<file path="src/rtl/ram_loader.sv">
// Writable parameter store: loads NUM_ELEMENTS words over valid/ready, then serves registered reads.
// Optional running checksum of written words when RAM_LOADER_CHECKSUM_EN is defined.
module ram_loader #(
  parameter type T            = logic signed [15:-16],
  parameter int  NUM_ELEMENTS = 10,
  localparam int W            = $bits(T),
  localparam int AW           = $clog2(NUM_ELEMENTS)
) (
  input  logic          clock,
  input  logic          reset,
  input  logic          start,
  input  logic          in_valid,
  output logic          in_ready,
  input  logic [W-1:0]  in_data,
  output logic          loaded,
  output logic [AW:0]   load_count,
  input  logic          enable,
  input  logic [AW-1:0] address,
  output logic [W-1:0]  out,
`ifdef RAM_LOADER_CHECKSUM_EN
  output logic [W-1:0]  checksum,
`endif
  output logic [1:0]    debug_state
);

  // Handshake: a beat is transferred on a clock edge where in_valid && in_ready;
  // in_ready depends only on the state register, and in_data must be stable while in_valid is high.
  typedef enum logic [1:0] {IDLE = 2'd0, LOAD = 2'd1, READY = 2'd2} state_t;

  state_t        state_q, state_d;
  logic [AW:0]   count_d;
  logic          loaded_d;
  logic          beat;
  logic          wr_en;
  logic [W-1:0]  elements [NUM_ELEMENTS];

  assign in_ready    = (state_q == LOAD);
  assign beat        = in_valid && in_ready;
  assign debug_state = state_q;

  always_comb begin
    state_d  = state_q;
    count_d  = load_count;
    loaded_d = loaded;
    wr_en    = 1'b0;
    case (state_q)
      IDLE: begin
        if (start) begin
          state_d = LOAD;
          count_d = '0;
        end
      end
      LOAD: begin
        // A restart wins over a beat arriving in the same cycle; that beat is dropped.
        if (start) begin
          count_d = '0;
        end else if (beat) begin
          wr_en   = 1'b1;
          count_d = load_count + (AW+1)'(1);
          if (load_count == (AW+1)'(NUM_ELEMENTS - 1)) begin
            state_d  = READY;
            loaded_d = 1'b1;
          end
        end
      end
      READY: begin
        if (start) begin
          state_d  = LOAD;
          count_d  = '0;
          loaded_d = 1'b0;
        end
      end
      default: begin
        state_d  = IDLE;
        count_d  = '0;
        loaded_d = 1'b0;
      end
    endcase
  end

  always_ff @(posedge clock) begin
    if (reset) begin
      state_q    <= IDLE;
      load_count <= '0;
      loaded     <= 1'b0;
      out        <= '0;
    end else begin
      state_q    <= state_d;
      load_count <= count_d;
      loaded     <= loaded_d;
      if (enable && loaded) begin
        if ({1'b0, address} < (AW+1)'(NUM_ELEMENTS))
          out <= elements[address];
        else
          out <= '0;
      end
    end
  end

  // Storage has no reset; stale contents are unreachable until loaded is set again.
  always_ff @(posedge clock) begin
    if (wr_en)
      elements[load_count[AW-1:0]] <= in_data;
  end

`ifdef RAM_LOADER_CHECKSUM_EN
  always_ff @(posedge clock) begin
    if (reset || start)
      checksum <= '0;
    else if (wr_en)
      checksum <= checksum + in_data;
  end
`endif

endmodule

</file>
<file path="config.mk">
export PLATFORM = sky130hd
export DESIGN_NAME = ram_loader
export DESIGN_NICKNAME = d
export VERILOG_FILES = /design/src/rtl/ram_loader.sv
export SDC_FILE = /design/constraint.sdc
export NUM_CORES = 1
export LEC_CHECK = 0
export CAP_MARGIN = 5
export CORE_MARGIN = 2
export CORE_UTILIZATION = 45
export DETAILED_ROUTE_END_ITERATION = 10
export HOLD_SLACK_MARGIN = 0.08
export PLACE_DENSITY = 0.77
export SLEW_MARGIN = 20
export SYNTH_ARGS = -nofsm -noshare
export SYNTH_HDL_FRONTEND = slang
export SYNTH_SLANG_ARGS = --single-unit
</file>
<file path="constraint.sdc">
create_clock -name clock -period 2.34 [get_ports clock]
set_clock_uncertainty 0.05 [all_clocks]
set_input_delay 0.468 -clock clock [delete_from_list [all_inputs] [get_ports clock]]
set_output_delay 0.468 -clock clock [all_outputs]
set_load 0.005 [all_outputs]
</file>
## Word level (Yosys, flattened, before mapping)

Memory sizes are Yosys's and may differ from the RTL's.
Cells that the tools add are included.

- Memory bits (writable): 320
- Memories kept: 1
- Register bits: 40
- Input port bits: 41

- Reductions and logical operators: 7
- Equal/unequal tests: 9
- Mux-type cells: 20
- Add/sub/neg operators: 1
- $lt $le $gt $ge: 1
- Bitwise operators: 1

Memories:

| memory | words | width | rd ports | clocked after memory_dff | wr ports | RTL line | RTL |
|---|---|---|---|---|---|---|---|
| elements | 10 | 32 | 1 | 0 | 1 | 35 | `logic [W-1:0] elements [NUM_ELEMENTS];` |

Operators by type and width:

| kind | number |
|---|---|
| $mux 32 | 1 |
| $mux 5 | 3 |
| $pmux 5 s2 | 1 |
| $mux 1 | 9 |
| $mux 2 | 4 |
| $ne 2x1->1 const B | 3 |
| $add 5x1->5 const B | 1 |
| $eq 5x4->1 const B | 1 |
| $reduce_and 5->1 | 1 |
| $lt 4x4->1 const B | 1 |
| $ne 2x2->1 const B | 2 |
| $pmux 2 s2 | 1 |
| $reduce_and 4->1 | 1 |
| $ne 3x2->1 const B | 1 |
| $pmux 1 s3 | 1 |
| $eq 2x1->1 const B | 1 |
| $eq 2x2->1 const B | 1 |
| $logic_and 1x1->1 | 2 |
| $logic_not 2->1 | 1 |
| $reduce_and 2->1 | 1 |
| $reduce_or 2->1 | 1 |
| $not 1->1 | 1 |

## Depth between registers and ports, before layout

- Depth in word-level cells: 7
- Mapped depth: 7

## Worst setup path after synthesis

No wires, ideal clock.

- Path kind: register -> register
- Start: reg state_q[0] (netlist: debug_state[0])
- End: mem elements[6][0] (netlist name) (enable)
- Arrival: 1.858 ns
- Path buffers: 0
- Slack: 0.040 ns
- Setup time: 0.392 ns
- Cell stages (with the launch flop): 4
- Cell sequence: dfxtp_1 nand2b_1 nor4b_1 and2_1

- Longest elaborated chain between the ends: 7

Ends and longest elaborated chain:

| element | RTL line | RTL |
|---|---|---|
| from (decl) | 30 | `state_t state_q, state_d;` |
| from (signal assigned) | 88 | `state_q <= state_d;` |
| $eq 2x1->1 (*) | 37, 46 |  |
| $logic_and 1x1->1 | 38 | `assign beat = in_valid && in_ready;` |
| $mux 1 | 57 | `end else if (beat) begin` |
| $mux 1 | 55 | `if (start) begin` |
| $mux 1 (*) | 46 | `case (state_q)` |
| $mux 1 (*) | 102 | `if (wr_en)` |
| $mux 1 (implied by the code) (*) | 103 | `elements[load_count[AW-1:0]] <= in_data;` |
| to (decl) | 35 |  |

Every way passes the cells marked *; elsewhere a longest branch is shown, timed or not.

## Final worst setup path

- Start: reg state_q[1] (netlist: debug_state[1])
- End: out in_ready

- Longest elaborated chain between the ends: 1

Ends and longest elaborated chain:

| element | RTL line | RTL |
|---|---|---|
| $eq 2x1->1 | 37 | `assign in_ready = (state_q == LOAD);` |
| to (decl) | 13 | `output logic in_ready,` |

Every way passes these cells.

==> flow_summary.toml <==
[worst_setup_path]
cp_buf_inv_count = 2
crit_path_end_kind = "primary output"
slowest_stage = "sky130_fd_sc_hd__clkdlybuf4s50_1"
critPathArrivalTime_ns = 1.76
critical_path_cell_by_cell = "nand2b_2 -> inv_1 -> clkdlybuf4s50_1"
critPathMaxStageDelay_ns = 0.52
worstPathMaxFanout = 6
startpoint_type = "register"
setup.worst_path.class = "reg2out"
required_ns = 1.82
critical-path-top-delay-family = "buffers and inverters"

[floorplanning]
initial_utilization_pct = 45.9
core_area_sq_mm = 0.0297
design.portCount = 82
die_w_um = 178
floorplan.die.height_um = 178
placementRows = 63
fp.dieArea_sq_mm = 0.0317

[cells_and_area]
layout_commonest_cell = "sky130_fd_sc_hd__edfxtp_1"
num_antenna_cells = 0
nets = 911
layout_area_growth_over_synthesis_pct = 21.6
top_library_cells_by_usage_in_the_layout_fill_and_taps_aside = "320 x sky130_fd_sc_hd__edfxtp_1, 96 x sky130_fd_sc_hd__mux2i_1, 79 x sky130_fd_sc_hd__clkdlybuf4s50_1"
drive_above_1_share_pct = 15.5
layoutNonFillerInstCount = 1284

[synthesis]
synth_nets = 791
postSynthAreaPerCell_sq_um = 18.3
ys_ff_latch = 360
synth_top_family_by_area = "multiplexers"
synth.mux.area_fraction_pct = 12.3
synth.yosys.warnings = 0
netlist_instances = 746
synth_ff_type = "sky130_fd_sc_hd__edfxtp_1"
synth-adder-area-share_pct = 0.367
synth_xor_area_share_pct = 0.257
post_synth_and_or_nand_nor_area_fraction_pct = 4.81
postSynth.asyncResetShare_pct = 0
post_synth_instance_area_sq_mm = 0.0136
yosysSeqAreaShare_pct = 76.4
synth_cell_type_count = 35
synth_enable_flop_cells = 320
synth_compound_area_share_pct = 4.19

[sta]
slew-limit-headroom_pct = 63.8
rsz0062_at_grt = "false"
final.setup.worst_slack_ns = 0.0616
worst-slew-pin-transition_ns = 0.538
number_of_max_slew_violations_in_the_final_report = 0
finalHoldViolations = 0
final_period_minus_worst_setup_slack_ns = 2.28
setup_viol = 0
period_share_pct = 97.4
final.setup.tns_ns = 0
fmax_mhz = 439

[cts]
tritoncts_clock_tree = "built"
cts_buffer_depth = 3
numCtsBuffers = 37
clk_root_buffer_cell = "sky130_fd_sc_hd__clkbuf_16"
cts.clk_slew.worst_paths_ns = 0.06
clk-insertion-delay-late_ns = 0.52
post_cts_buffers = 0
post_cts_resize_count = 1
numClockSinks = 360
htree_levels = 2
holdBufCountCts = 0

[status]
status = "complete, no violations"

[detailed_routing]
vias_per_cell = 5.45
met2WireLength_mm = 14.3
antenna_left = 0
vias = 7001
routed_wire_length_mm = 27.2
met1_length_mm = 11.0
drt-wirelength-per-cell_um = 21.2
drc = 0
routed.top_layer = "met4"
wl_met3_mm = 1.47
tritonroute_pass_1_iters = 4
detailedRoute.firstIterationViolations = 579

[global_routing]
first_global_vias = 7334
grt_start_max_net_pins = 39
antenna_found_initial = 0
grt_overflow = 0
groute.usage.overall_pct = 17.7
wire_length_of_the_first_global_routing_pass_mm = 42.4

[worst_hold_path]
worstHoldPathType = "reg2reg"

[power_and_ir_drop]
p_per_area_mw_per_mm2 = 818
p_leak_nw = 5.53
vdd_drop_max_mv = 0.486

[placement]
place_ws_ns = -0.0951
gp_routability_congestion = 0.753
place.detailed.hpwl_mm = 17.0
numPortBuffers = 81
numPlacedInstances = 1217

[job]
cap_violations = 0
-- cell usage after synthesis (2+ instances only) --
cell type	number	area (sq um)
sky130_fd_sc_hd__buf_6	5	56.3
sky130_fd_sc_hd__o21ai_0	2	10.0
sky130_fd_sc_hd__mux2i_1	96	961
sky130_fd_sc_hd__buf_4	2	15.0
sky130_fd_sc_hd__clkbuf_1	18	67.6
sky130_fd_sc_hd__a22oi_1	32	240
sky130_fd_sc_hd__xor2_1	3	26.3
sky130_fd_sc_hd__o21ai_1	2	10.0
sky130_fd_sc_hd__nand2_1	34	128
sky130_fd_sc_hd__mux4_2	32	721
sky130_fd_sc_hd__nand3_1	33	165
sky130_fd_sc_hd__o2111ai_1	2	17.5
sky130_fd_sc_hd__and2_1	8	50.1
sky130_fd_sc_hd__edfxtp_1	320	9610
sky130_fd_sc_hd__ha_1	4	50.1
sky130_fd_sc_hd__nor3_1	4	20.0
sky130_fd_sc_hd__dfxtp_1	40	801
sky130_fd_sc_hd__inv_1	5	18.8
sky130_fd_sc_hd__nand2b_1	33	206
sky130_fd_sc_hd__nor2_1	9	33.8
sky130_fd_sc_hd__buf_2	14	70.1
sky130_fd_sc_hd__o211ai_1	32	240
sky130_fd_sc_hd__and3_1	2	12.5
sky130_fd_sc_hd__a21oi_1	3	15.0
-- report_power, final --
part / internal [W] / switching, W
clock network: 0.00362 / 0.00236
registers: 0.00701 / 0.0000118
logic: 0.000251 / 0.000302
-- flip-flops by register name (all words and copies together) (netlist names) --
signal,count
elements,320
debug_state,2
load_count,5
out,32
loaded,1
-- kinds of logic (layout without fill, tap and decap cells) --
family / after synthesis / in the layout
DFF: 360 / 360
buffers and inverters: 44 / 192
and+or+nand+nor: 128 / 128
AOI/OAI and AO/OA: 78 / 78
xor gates and xnor gates: 4 / 4
muxes: 128 / 128
adders and majority gates: 4 / 4
-- final timing paths --
check / from / end / slack (ns) / cells after the start
worst max-delay path: debug_state[1]$_SDFFE_PP0P_ / in_ready / 0.06 / 3
worst min-delay path: out[14]$_SDFFE_PP0P_ / out[14]$_SDFFE_PP0P_ / 0.42 / 2
worst max register to register: debug_state[1]$_SDFFE_PP0P_ / elements[0][31]$_DFFE_PP_ / 0.34 / 4
worst min register to register: out[14]$_SDFFE_PP0P_ / out[14]$_SDFFE_PP0P_ / 0.42 / 2
-- final cells by class --
| cell class | instances | area, sq um |
|---|---|---|
| Clock inverter | 22 | 273 |
| Clock buffer | 45 | 966 |
| Inverter | 5 | 18.8 |
| Sequential cell | 360 | 10400 |
| Timing Repair Buffer | 120 | 1400 |
| Multi-Input combinational cell | 342 | 3020 |
| Tap cell | 390 | 488 |
| Fill cell | 2184 | 13100 |
-- metrics by stage --
step	hold WS (ns)	cell area (sq um)	util [%]	total power, W
2_1_floorplan	0.417	13600	-	0.00744
3_3_place_gp	0.402	15300	51.6	0.00770
3_5_place_dp	0.414	15300	51.6	0.00771
4_1_cts	0.427	16600	55.8	0.0137
5_1_grt	0.443	16600	55.8	0.0140
6_report	0.420	16600	55.8	0.0136
-- metal layers --
| metal | up-vias | global-route usage (%) |
|---|---|---|
| met4 | 0 | 4.58 |
| li1 | 3203 | - |
| met2 | 203 | 31.3 |
| met1 | 3558 | 22.7 |
| met5 | - | 0 |
| met3 | 37 | 3.03 |
-- worst min-delay path: stages, from the launching register on --
cell                       delay [ns]
sky130_fd_sc_hd__dfxtp_1         0.32
sky130_fd_sc_hd__nand2_1         0.05
sky130_fd_sc_hd__o211ai_1        0.06
No activity file was read; power rests on OpenSTA's default activity.
